### config.mk
export PLATFORM = sky130hd
export DESIGN_NAME = sprite_ram_arbiter
export DESIGN_NICKNAME = d
export VERILOG_FILES = /design/src/rtl/sprite_ram_arbiter.sv
export SDC_FILE = /design/constraint.sdc
export NUM_CORES = 1
export LEC_CHECK = 0
export BUFFER_PORTS_ARGS = -buffer_cell sky130_fd_sc_hd__buf_2
export CELL_PAD_IN_SITES_DETAIL_PLACEMENT = 1
export CELL_PAD_IN_SITES_GLOBAL_PLACEMENT = 2
export CORE_MARGIN = 2
export CORE_UTILIZATION = 23
export CTS_BUF_LIST = sky130_fd_sc_hd__clkbuf_8
export DETAILED_ROUTE_END_ITERATION = 7
export PLACE_DENSITY_LB_ADDON = 0.25
export SLEW_MARGIN = 20
export SYNTH_ARGS = -nofsm -noshare
export SYNTH_HDL_FRONTEND = slang
export SYNTH_SLANG_ARGS = --single-unit
### constraint.sdc
create_clock -name Clk -period 4.6 [get_ports Clk]
set_input_delay 0.23 -clock Clk [delete_from_list [all_inputs] [get_ports Clk]]
set_output_delay 0.23 -clock Clk [all_outputs]
set_load 0.01 [all_outputs]
### src/rtl/sprite_ram_arbiter.sv
// Round-robin arbiter sharing one sprite RAM read port among NUM_REQ requesters; responses tagged by id.
// Optional write port enabled by defining SPRITE_WRITE_EN.
module sprite_ram_arbiter #(
  parameter int NUM_REQ = 3,
  parameter int ADDR_W  = 10,
  parameter int DATA_W  = 24,
  parameter int DEPTH   = 870,
  parameter int RAM_LAT = 1
) (
  input  logic                      Clk,
  input  logic                      Reset_n,
  input  logic [NUM_REQ-1:0]        req,
  input  logic [NUM_REQ*ADDR_W-1:0] req_addr,
  output logic [NUM_REQ-1:0]        gnt,
  output logic [ADDR_W-1:0]         ram_read_address,
  input  logic [DATA_W-1:0]         ram_data_out,
  output logic                      rsp_valid,
  output logic [2:0]                rsp_id,
  output logic [DATA_W-1:0]         rsp_data,
  output logic                      rsp_err,
  output logic                      ram_we,
  output logic [ADDR_W-1:0]         ram_write_address,
  output logic [DATA_W-1:0]         ram_data_in
`ifdef SPRITE_WRITE_EN
  ,
  input  logic                      wr_req,
  input  logic [ADDR_W-1:0]         wr_addr,
  input  logic [DATA_W-1:0]         wr_data,
  output logic                      wr_ack
`endif
);

  localparam int PTR_W = (NUM_REQ > 1) ? $clog2(NUM_REQ) : 1;
  localparam logic [ADDR_W:0] DEPTH_V = DEPTH[ADDR_W:0];

  logic [PTR_W-1:0]  rr_ptr;
  logic [PTR_W-1:0]  rr_next;
  logic              arb_en;
  logic              wr_block;
  logic              grant_any;
  logic [2:0]        win_id;
  logic [ADDR_W-1:0] win_addr;
  logic              win_in_range;
  int unsigned       idx;

  logic [RAM_LAT-1:0] v_sr;
  logic [RAM_LAT-1:0] e_sr;
  logic [2:0]         id_sr [RAM_LAT];

`ifdef SPRITE_WRITE_EN
  logic wr_in_range;
  assign wr_in_range       = ({1'b0, wr_addr} < DEPTH_V);
  assign wr_block          = wr_req;
  assign wr_ack            = wr_req;
  assign ram_we            = wr_req && wr_in_range;
  assign ram_write_address = wr_req ? wr_addr : '0;
  assign ram_data_in       = wr_req ? wr_data : '0;
`else
  assign wr_block          = 1'b0;
  assign ram_we            = 1'b0;
  assign ram_write_address = '0;
  assign ram_data_in       = '0;
`endif

  // Grant is suppressed while reset is held so requesters never see a grant that is discarded.
  assign arb_en = Reset_n && !wr_block;

  always_comb begin
    gnt       = '0;
    grant_any = 1'b0;
    win_id    = '0;
    win_addr  = '0;
    rr_next   = rr_ptr;
    idx       = 0;
    for (int unsigned k = 0; k < NUM_REQ; k++) begin
      idx = 32'(rr_ptr) + k;
      if (idx >= NUM_REQ) idx = idx - NUM_REQ;
      if (arb_en && !grant_any && req[idx[PTR_W-1:0]]) begin
        grant_any            = 1'b1;
        gnt[idx[PTR_W-1:0]]  = 1'b1;
        win_id               = 3'(idx);
        win_addr             = req_addr[idx*ADDR_W +: ADDR_W];
        rr_next              = (idx == NUM_REQ - 1) ? '0 : PTR_W'(idx + 1);
      end
    end
  end

  assign win_in_range     = ({1'b0, win_addr} < DEPTH_V);
  assign ram_read_address = (grant_any && win_in_range) ? win_addr : '0;

  always_ff @(posedge Clk or negedge Reset_n) begin
    if (!Reset_n) begin
      rr_ptr <= '0;
      v_sr   <= '0;
      e_sr   <= '0;
      for (int unsigned i = 0; i < RAM_LAT; i++) id_sr[i] <= '0;
    end else begin
      rr_ptr   <= rr_next;
      v_sr[0]  <= grant_any;
      e_sr[0]  <= grant_any && !win_in_range;
      id_sr[0] <= win_id;
      for (int unsigned i = 1; i < RAM_LAT; i++) begin
        v_sr[i]  <= v_sr[i-1];
        e_sr[i]  <= e_sr[i-1];
        id_sr[i] <= id_sr[i-1];
      end
    end
  end

  assign rsp_valid = v_sr[RAM_LAT-1];
  assign rsp_err   = e_sr[RAM_LAT-1];
  assign rsp_id    = id_sr[RAM_LAT-1];
  assign rsp_data  = (rsp_valid && !rsp_err) ? ram_data_out : '0;

endmodule

### After elaboration in Yosys (flattened, before gate mapping)

Index checks and enable logic that the tools add are counted.

* add/sub/neg operators: 8
* div/mod/pow operators: 0
* reduce and logical (&&, ||, !) cells: 16
* shift-type cells: 3
* eq/ne operators: 3
* multipliers: 3
* multiplexer cells: 35
* order comparisons: 10
* bitwise gates (word level): 2

Operator list (count)
* $shiftx 30x33->10: 3
* $eq 32x2->1 const B: 3
* $mul 32x3->31 const B: 3
* $mux 32: 3
* $mux 10: 4
* $mux 24: 1
* $mux 3: 6
* $mux 2: 6
* $logic_and 1x1->1: 11
* $lt 10x10->1 const B: 1
* $lt 2x3->1 const B: 3
* $mux 1: 9
* $sub 3x2->4 const B: 2
* $add 2x1->2 const B: 3
* $bmux 1 s2: 3
* $demux 1 s2: 3
* $ge 2x1->1 const B: 3
* $ge 3x2->1 const B: 2
* $or 3x3->3: 2
* $logic_not 1->1: 4
* $add 2x1->3 const B: 1
* $add 2x2->3 const B: 1
* $reduce_bool 3->1: 1
* $sub 2x2->3 const B: 1
* $ge 2x2->1 const B: 1

* bits in latches: 0
* word-level logic and storage cells: 84
* RAM bits: 0
* memory bits (read-only): 0
* bits in registers: 7
* output and inout bits: 77
* memories kept: 0

### Longest topological paths before layout

* word-level depth: 17
* depth in mapped cells: 16
* mapped depth without buffers: 13

### Least setup slack after synthesis

Ideal clock, no wire load.

* path kind: flip-flop to output port
* from: register rr_ptr[0]
* to: output port ram_read_address[0]
* arrival time: 3475 ps
* cell stages (with the launch flop): 16
* required time: 4370 ps
* slack: 895 ps
* cells stage by stage: dfrtp_1 -> inv_1 -> ha_1 -> buf_4 -> buf_2 -> buf_2 -> and2_1 -> ha_1 -> inv_1 -> fa_1 -> nand2_1 -> a211o_1 -> o22ai_1 -> a32oi_4 -> nor3_2 -> nor3_1

* word-level cells in the longest chain between the ends: 17
* elaborated cells on any way between the ends: 39
* those cells by class: add/sub (5); mul (3); order compare (4); shift (3); mux (16); reduce/logical (8)

RTL lines
* start, declared: RTL line 36 `logic [PTR_W-1:0] rr_ptr;`
* start signal, assigned: RTL line 98 `rr_ptr <= rr_next;`
* branches (longest 16 deep; another with $mul 32x3->31)
* $mux 10 *: RTL line 89 `assign ram_read_address = (grant_any && win_in_range) ? win_addr : '0;`
* end, declared: RTL line 15 `output logic [ADDR_W-1:0] ram_read_address,`

Mark *: on every way between the ends. The select of a mux whose other input is x is not followed.

### Worst setup path after layout

* from: register rr_ptr[1]
* to: output port ram_read_address[0]

Same word-level chain as after synthesis.

==> results.md <==
Global route
* **overflow left after global routing** 0
* **first-pass GRT wire length** 13.08 mm
* **maximum number of pins on one net before global-route repair** 37
* **number of antenna violations at the first check in global routing** 0
* **overall fraction of global-route tracks in use** 16.00%
* **vias in the first global route** 2,500

Floorplanning
* **die area** 10,620 um^2
* **standard-cell rows** 36
* **standard cell core area** 9639 um^2
* **initial core utilization** 23.40%
* **Ports** 136
* **DIE WIDTH** 103.0 um
* **overall die height** 103.0 um

Synthesis
* **post-synthesis cell type count** 61
* **mean post-synth cell area** 7.545 um^2
* **leading area contributor after synthesis** buf_4
* **asr flop ratio synth** 100.0%
* **synth top area cells** buf_4, mux2i_1, and2_1, dfrtp_1, ha_1
* **Post-synth EDFFs** 0
* **count of mapped cells out of synthesis** 299
* **share of synthesized area occupied by flip-flops and latches** 7.765%
* **number of flip-flops and latches in the synthesized netlist** 7
* **total number of yosys warnings** 0
* **mapped cell area** 2256 um^2
* **top_reg_cell synth** dfrtp_1
* **portion of synthesized cell area occupied by the leading cell type** 12.98%

STA
* **worst max-slew margin expressed relative to the limit** 40.08%
* **RSZ-0062 raised after global routing** no
* **Max Clock Freq** 257.9 MHz
* **final-report setup violation count** 0
* **measured slew at the worst slew-check pin** 896.9 ps
* **Total Negative Setup Slacks** 0 ps
* **final critical-path share of the clock period** 84.28%
* **Tmin final** 3877 ps
* **max-slew violations** 0
* **setup clock skew after layout** 1.751 ps
* **Final Hold Fails** 0
* **worst path setup slack after routing** 723.0 ps

Clock network
* **H-tree level count** 1
* **Clk Latency, worst-skew pair** 230 ps
* **Longest Clk Path Bufs** 2
* **total number of clock tree sinks** 7
* **total clock buffers created by CTS** 3
* **Post-CTS Repair Setup Buffers** 0
* **TritonCTS clock tree** yes
* **root buffer cell** clkbuf_8
* **clock slew at the register clock pins of the worst setup and hold paths** 40 ps
* **count of instances resized after the clock tree is built** 0

Pwr
* **leakage** 1.416 nW
* **power consumption** 0.001642 W
* **worst ir drop on vdd** 0.1280 mV
* **pwr/cell area** 578.5 nW/um^2

Detailed routing
* **met3 routed wirelength** 582 um
* **Final Routed Wirelength** 8.616 mm
* **Routed WL per cell** 16.23 um
* **via count** 2,523
* **wire length on met1** 3.658 mm
* **topmost layer with routed signal wires** met4
* **initial DRC count** 65
* **met2 WL post-DR** 4.182 mm
* **Vias/cell** 4.751
* **number of nets with antenna violations after detailed routing** 0
* **Detailed Routing Iterations Pass 1** 4
* **DRC violation count after routing** 0

Setup path
* **endpoint arrival time on the critical path** 3650 ps
* **Worst Path Class, Setup** flip-flop to output pin
* **maximum fanout along the worst path** 29
* **category of the worst setup path capture point** output pin
* **startpoint types** flip-flop
* **Crit path required time** 4370 ps

Place
* **HPWL reported at the end of detailed placement** 7.090 mm
* **placed cell count** 526
* **quantity of I/O buffers inserted on ports** 100
* **routability cong.** 0.8382
* **pre-CTS worst setup slack** 940.5 ps

Worst hold path
* **class of the tightest hold or removal check** input pin to flip-flop

Layout
* **register area** 175.2 um^2
* **Filler Cells Inserted** 1,254
* **antenna cells** 0
* **synthesis-to-layout area growth** 25.85%
* **count of non-filler cells in the finished layout** 531
* **Multi-input gate area** 1841 um^2
* **fraction of final layout cells with drive strength greater than 1** 32.41%
* **number of nets in the final layout** 468

Outcome
* **status** completed

Run
* **Max-cap violations** 0

## area by class of cell
cell class                      instances  share of cell area, %
Clock buffer                            3                  1.454
Multi-Input combinational cell        268                  64.83
Tap cell                              133                  5.862
Sequential cell                         7                  6.170
Timing Repair Buffer                  110                  20.36
Clock inverter                          1                 0.1322
Inverter                                9                  1.190
## repair_timing
action	CTS	global route
endpoints found under the setup margin	0	0
hold buffers	1	0
endpoints found under the hold margin	7	0
## logic make-up after synthesis
kind of cell / after synthesis / share of synthesized area (%)
adder cells (fa/ha/maj): 10 / 5.879
XOR/XNOR: 1 / 0.3883
AND/OR/NAND/NOR: 98 / 24.24
buffers and inverters: 59 / 16.58
other: 2 / 0.3329
flip-flops: 7 / 7.765
multiplexers: 29 / 13.20
AO/OA/AOI/OAI: 93 / 31.61
## worst paths after layout
kind,startpoint,to,slack [ps],depth (start not counted)
worst max-delay path,rr_ptr[1],ram_read_address[0],720,11
worst min-delay path,req[2],rsp_id[1],330,2
worst max register to register,rr_ptr[1],rsp_err,1350,10
worst min register to register,rr_ptr[1],rr_ptr[1],690,1
max in group asynchronous,Reset_n,rsp_err,3930,2
min in group asynchronous,Reset_n,rsp_id[2],440,2
## layout by cell type (no fill, tap or decap), drive strengths merged, types with 4 or more instances in the layout
cell	n
o21ai	7
dfrtp	7
mux2i	23
a22o	4
o22ai	6
nor3	6
ha	9
nand2	17
o2bb2ai	8
a221oi	4
inv	9
a22oi	9
a21o	7
conb	37
mux2	6
nor2	22
buf	109
a21oi	19
and2	30
nand3	6
## metrics by stage
stage | util (%) | hold WS, ps | cell area, um^2
5_1_grt | 29.45 | 348.8 | 2839
4_1_cts | 29.43 | 326.6 | 2836
3_3_place_gp | 28.86 | 127.3 | 2781
3_5_place_dp | 28.86 | 131.0 | 2781
2_1_floorplan | - | -65.59 | 2387
6_report | 29.45 | 325.9 | 2839
## report_power, final
part / total (W) / internal [W] / switching, W
combinational: 0.00146 / 0.000566 / 0.000895
sequential: 0.0000978 / 0.0000825 / 0.0000153
clock: 0.0000839 / 0.0000576 / 0.0000262
## synth_stat cells, types with 3 or more instances
cell type  count
buf_4         39
and2_1        30
mux2i_1       23
nor2_1        21
a21oi_1       19
nand2_1       17
a22oi_1        9
ha_1           9
inv_1          8
o2bb2ai_1      8
a21o_1         7
dfrtp_1        7
clkbuf_1       6
nand3_1        6
o22ai_1        6
buf_2          5
mux2_2         5
o21ai_0        5
a221oi_1       4
a22o_1         4
nor3_1         4
a211o_1        3
nand2b_1       3
nor2b_1        3
o21a_1         3
## layer usage
layer	GRT usage (%)	vias to the layer above
li1	-	1231
met1	18.90	1176
met2	29.72	104
met5	0	-
met4	5.668	0
met3	1.695	12
## sequential cells by signal, summed over array words and instances, names as in the netlist
signal and flops:
rsp_id 3, rr_ptr 2, rsp_err 1, rsp_valid 1
## worst max-delay path: stages, from the launching register on
cell and delay [ps]:
dfrtp_1 450, inv_1 160, ha_1 250, buf_4 370, nor2b_1 770, o2bb2ai_1 200, nand3_1 120, a22oi_1 270
o32ai_2 180, nor3_2 350, nor3_1 100, buf_2 160
Power figures use the tool's default switching activity.
